[config.mk]
export PLATFORM = sky130hd
export DESIGN_NAME = display_scheduler
export DESIGN_NICKNAME = d
export VERILOG_FILES = /design/src/rtl/display_scheduler.sv
export SDC_FILE = /design/constraint.sdc
export NUM_CORES = 1
export LEC_CHECK = 0
export CAP_MARGIN = 10
export CORE_UTILIZATION = 45
export DETAILED_ROUTE_END_ITERATION = 12
export GPL_TIMING_DRIVEN = 1
export PLACE_DENSITY_LB_ADDON = 0.15
export SETUP_SLACK_MARGIN = 0.1
export SYNTH_ARGS = -nofsm -noshare
export SYNTH_HDL_FRONTEND = slang
export SYNTH_SLANG_ARGS = --single-unit
[constraint.sdc]
create_clock -name clk -period 7.65 [get_ports clk]
set_input_delay 1.53 -clock clk [delete_from_list [all_inputs] [get_ports clk]]
set_output_delay 1.53 -clock clk [all_outputs]
set_load 0.005 [all_outputs]
[src/rtl/display_scheduler.sv]
// Arbitrates the shared 2-digit seven-segment display between the game timer and
// a held score readout, and generates the digit-scan timing that drives it.
module display_scheduler #(
    parameter int SCAN_DIV = 250000,
    parameter int HOLD_CYC = 100000000,
    parameter int LZ_BLANK = 1
) (
    input  logic       clk,
    input  logic       clear,
    input  logic [7:0] timer_bcd,
    input  logic [7:0] score_bcd,
    input  logic       score_req,
    input  logic       blank,
    output logic [0:6] seven_seg,
    output logic [1:0] COM,
    output logic       src,
    output logic       hold_active
);

    localparam int SW = (SCAN_DIV > 1) ? $clog2(SCAN_DIV) : 1;
    localparam int HW = (HOLD_CYC > 1) ? $clog2(HOLD_CYC) : 1;
    localparam logic [SW-1:0] SCAN_LAST = SW'(SCAN_DIV - 1);
    localparam logic [HW-1:0] HOLD_LAST = HW'(HOLD_CYC - 1);
    localparam logic [0:6]    SEG_OFF   = 7'b1111111;

    typedef enum logic [1:0] {
        SHOW_TIMER = 2'd0,
        SHOW_SCORE = 2'd1,
        BLANK      = 2'd2
    } state_t;

    state_t        state, state_nxt;
    logic [SW-1:0] scan_cnt, scan_nxt;
    logic [HW-1:0] hold_cnt, hold_nxt;
    logic [7:0]    score_latch, latch_nxt;
    logic [1:0]    com_nxt;
    logic [0:6]    seg_nxt;

    function automatic logic [0:6] seg_decode(input logic [3:0] d);
        case (d)
            4'd0:    return 7'b0000001;
            4'd1:    return 7'b1001111;
            4'd2:    return 7'b0010010;
            4'd3:    return 7'b0000110;
            4'd4:    return 7'b1001100;
            4'd5:    return 7'b0100100;
            4'd6:    return 7'b0100000;
            4'd7:    return 7'b0001111;
            4'd8:    return 7'b0000000;
            4'd9:    return 7'b0000100;
            default: return SEG_OFF;
        endcase
    endfunction

    // Scan timing is independent of the display source and never stops.
    always_comb begin
        scan_nxt = scan_cnt + 1'b1;
        com_nxt  = COM;
        if (scan_cnt == SCAN_LAST) begin
            scan_nxt = '0;
            com_nxt  = ~COM;
        end
    end

    // NOTE: every output of this block gets a default first, so no path leaves a latch.
    always_comb begin
        state_nxt = state;
        hold_nxt  = hold_cnt;
        latch_nxt = score_latch;
        if (blank) begin
            state_nxt = BLANK;
            hold_nxt  = '0;
        end else begin
            case (state)
                BLANK: state_nxt = SHOW_TIMER;
                SHOW_TIMER: begin
                    if (score_req) begin
                        state_nxt = SHOW_SCORE;
                        latch_nxt = score_bcd;
                        hold_nxt  = HOLD_LAST;
                    end
                end
                SHOW_SCORE: begin
                    if (score_req) begin
                        latch_nxt = score_bcd;
                        hold_nxt  = HOLD_LAST;
                    end else if (hold_cnt == '0) begin
                        state_nxt = SHOW_TIMER;
                    end else begin
                        hold_nxt = hold_cnt - 1'b1;
                    end
                end
                default: state_nxt = SHOW_TIMER;
            endcase
        end
    end

    // Segments are decoded from post-edge COM/state so digit and enable switch together.
    always_comb begin
        seg_nxt = SEG_OFF;
        case (state_nxt)
            SHOW_TIMER: seg_nxt = com_nxt[1] ? seg_decode(timer_bcd[7:4])
                                             : seg_decode(timer_bcd[3:0]);
            SHOW_SCORE: begin
                if (!com_nxt[1])
                    seg_nxt = seg_decode(latch_nxt[3:0]);
                else if (!(LZ_BLANK != 0 && latch_nxt[7:4] == 4'd0))
                    seg_nxt = seg_decode(latch_nxt[7:4]);
            end
            default: seg_nxt = SEG_OFF;
        endcase
    end

    // NOTE: sequential state uses non-blocking assignments so all registers see pre-edge values.
    always_ff @(posedge clk) begin
        if (clear) begin
            state       <= SHOW_TIMER;
            scan_cnt    <= '0;
            hold_cnt    <= '0;
            score_latch <= '0;
            COM         <= 2'b01;
            seven_seg   <= SEG_OFF;
            src         <= 1'b0;
            hold_active <= 1'b0;
        end else begin
            state       <= state_nxt;
            scan_cnt    <= scan_nxt;
            hold_cnt    <= hold_nxt;
            score_latch <= latch_nxt;
            COM         <= com_nxt;
            seven_seg   <= seg_nxt;
            src         <= (state_nxt == SHOW_SCORE);
            hold_active <= (state_nxt == SHOW_SCORE);
        end
    end

endmodule

==> run_results.csv <==
group,metric,value,unit
drt,drc,0,
setup_path,cpMaxStageDelayCell,"clkdlybuf4s50_1",
drt,vias,3309,
global_route,antenna_found_initial,0,
floorplanning,rows,33,
logic_synthesis,synth-async-reset-ratio,0,%
final_layout,area_delta_synth_final,14.5,%
logic_synthesis,synth_nets,508,
outcome,status,"finished, final reports clean",
timing,period_share,53.9,%
floorplanning,coreArea,8300,µm²
global_route,gr-total-overflow,0,
drt,wire_per_inst,14.1,µm
cts,cts_buffer_depth,2,
drt,final_antenna_net_count,0,
cts,cts_tree,"built",
cts,cts_buffers,9,
cts,clock-sinks,65,
setup_path,cp-end-kind,"flip-flop",
floorplanning,start_util,46.8,%
floorplanning,boundaryPins,31,
floorplanning,die_area,9010,µm²
cts,cts_setup_buffers,0,
placement,portBuffers,30,
placement,dp_hpwl,6040,µm
timing,timing.setup.tns,0,ns
final_layout,final_core_utilization,53.6,%
timing,tightestPinTransition,0.827,ns
logic_synthesis,syn_area,3880,µm²
logic_synthesis,synth_largest_area_cell,"dfxtp_1",
global_route,grt_start_max_net_pins,24,
cts,cts_hold_buf,0,
setup_path,cp.arrival,4.34,ns
logic_synthesis,ys_ff_latch,65,
timing,finalSetupViolCount,0,
hold_path,hp-class,"reg2reg",
cts,ctsHtreeMaxLevel,3,
setup_path,cp.required,7.87,ns
logic_synthesis,syn_area_per_cell,8.39,µm²
setup_path,cp_cell_sequence,"clkdlybuf4s50_1 > nor3b_2 > buf_4 > mux2i_1 > ha_1 > nand2_1 > o21ai_0 > o21ai_0 > a221oi_1 > a211oi_1 > a311o_1",
power_and_ir_drop,power.density,180,nW/µm²
timing,drv_slew,0,
floorplanning,fp.dieH,94.9,µm
setup_path,worstPathMaxFanout,18,
final_layout,antenna_cells,0,
cts,ctsResizeCount,0,
global_route,first_global_vias,3120,
final_layout,drive_above_1_share,7.57,%
logic_synthesis,synth_area_leaders,"dfxtp_1 (34%), ha_1 (8.1%), xnor2_1 (6.3%), nor2_1 (5.7%), mux2i_1 (4.1%)",
cts,clkLatencyLatePin,0.34,ns
final_layout,layout.nets,529,
placement,routabilityCongestion,0.902,
cts,cts.clk_slew.worst_paths,0.08,ns
logic_synthesis,yosysTopAreaCellShare,33.5,%
logic_synthesis,synth_edf_count,0,
logic_synthesis,ys_seq_area_share,33.5,%
drt,drt_iter0_drc,112,
logic_synthesis,yosysWarnings,0,
logic_synthesis,synthCells,463,
setup_path,cpPeakStageDelay,0.56,ns
job,drv_cap,0,
timing,slew_headroom,44.9,%
setup_path,worstSetupPathType,"in2reg",
power_and_ir_drop,leakage,1.67,nW
floorplanning,die_w,94.9,µm
drt,wirelength,8400,µm
timing,fin_hold_ws,0.458,ns
final_layout,nFillCells,818,
drt,firstDrtPassIters,4,
logic_synthesis,synth_cell_types,54,
timing,fmax,0.243,GHz
timing,rsz0062_at_grt,"false",
drt,via_per_inst,5.57,
logic_synthesis,synth-main-ff-cell,"dfxtp_1",
global_route,grt_pass1_wl,13900,µm
power_and_ir_drop,ir_drop,93.2,µV
timing,finalCriticalPeriod,4.12,ns
setup_path,cp_common_cell,"o21ai_0",
cts,clockRootBuffer,"clkbuf_8",
global_route,grtUsageTotal,19.5,%
timing,hold_viol_final,0,
timing,clock_skew,0.0106,ns
setup_path,critPathLaunchType,"primary input",
-- worst max-delay path, delay by kind of cell --
family	cells	cell delay (ns)
AOI/OAI and AO/OA	5	0.94
adders and majority gates	1	0.29
buffers and inverters	2	0.83
muxes	1	0.49
and+or+nand+nor	2	0.26
-- final cells by class --
type	instances	area [µm²]	area share, %
well taps	105	131	2.96
clock inverters	7	77.6	1.75
flip-flops and latches	65	1300	29.3
multi-input cells	356	2420	54.5
inverters	21	78.8	1.77
clock buffers	9	124	2.79
repair buffers	31	308	6.92
-- final timing paths --
kind                            cells after the start        start  slack [ns]           end
worst max-delay path                               11    score_req        3.53  seven_seg[4]
worst min-delay path                                1  scan_cnt[0]        0.46   scan_cnt[0]
worst max register to register                      8  hold_cnt[0]        4.36   hold_cnt[0]
worst min register to register                      1  scan_cnt[0]        0.46   scan_cnt[0]
-- per-layer routing --
layer	wire [µm]	global-route usage [%]
met5	0	0
met3	220	4.11
met1	4050	24.5
met4	152	7.45
met2	3980	32.7
-- stage by stage --
step	cells	total power [mW]	instance area (µm²)	setup WS (ns)
4_1_cts	594	0.811	4450	3.62
5_1_grt	594	0.843	4450	3.35
3_5_place_dp	578	0.513	4240	3.27
2_1_floorplan	463	0.471	3880	3.66
3_3_place_gp	578	0.511	4240	3.34
6_report	594	0.802	4450	3.53
-- power breakdown --
part	internal (mW)	total, mW	switching [mW]	leakage (nW)
combinational	0.0650	0.145	0.0798	1.04
sequential	0.351	0.362	0.0112	0.530
clock	0.153	0.295	0.141	0.100
-- cell families after synthesis --
kind of cell,after synthesis,share of synthesized area (%)
simple gates,178,23.7
buf+inv,42,4.19
compound gates,95,16.7
flops,65,33.5
fa+ha+maj,25,8.05
xor+xnor,38,8.57
mux,20,5.28
-- flip-flops by register name, indices dropped and copies added (netlist names) --
register     flops
seven_seg        7
hold_active      1
score_latch      8
COM              2
scan_cnt        18
hold_cnt        27
state            2
-- synthesized netlist by cell type, drive strengths merged (13+ instances only) --
cell    count
nor2       59
xnor2      28
mux2i      16
ha         25
dfxtp      65
nand3      15
nand2      22
a21oi      30
o21ai      13
clkbuf     17
nor3       16
inv        21
-- placed cells by master, fill, tap and decap left out, types with 3 or more instances in the layout --
cell             netlist  final
nor2_1                59     59
o31ai_1                4      4
mux2i_1               16     16
a311oi_1               4      4
nor2b_1               10     10
and3_1                 4      4
nor3_1                16     16
xor2_1                10     10
o211ai_1              10     10
dfxtp_1               65     65
a211oi_1               6      6
clkdlybuf4s50_1        0     30
nand2_1               22     22
mux2_2                 4      4
o22ai_1                6      6
inv_1                 21     21
ha_1                  25     25
or2_2                  5      5
nor4b_1                3      3
nand2b_1              10     10
xnor2_1               28     28
clkbuf_8               0      9
or3_1                  7      7
and2_1                 3      3
nor4_1                 9      9
o221ai_1               5      5
nand3_1               15     15
a21oi_1               30     30
o21ai_0               13     13
(Power assumes the default switching activity.)
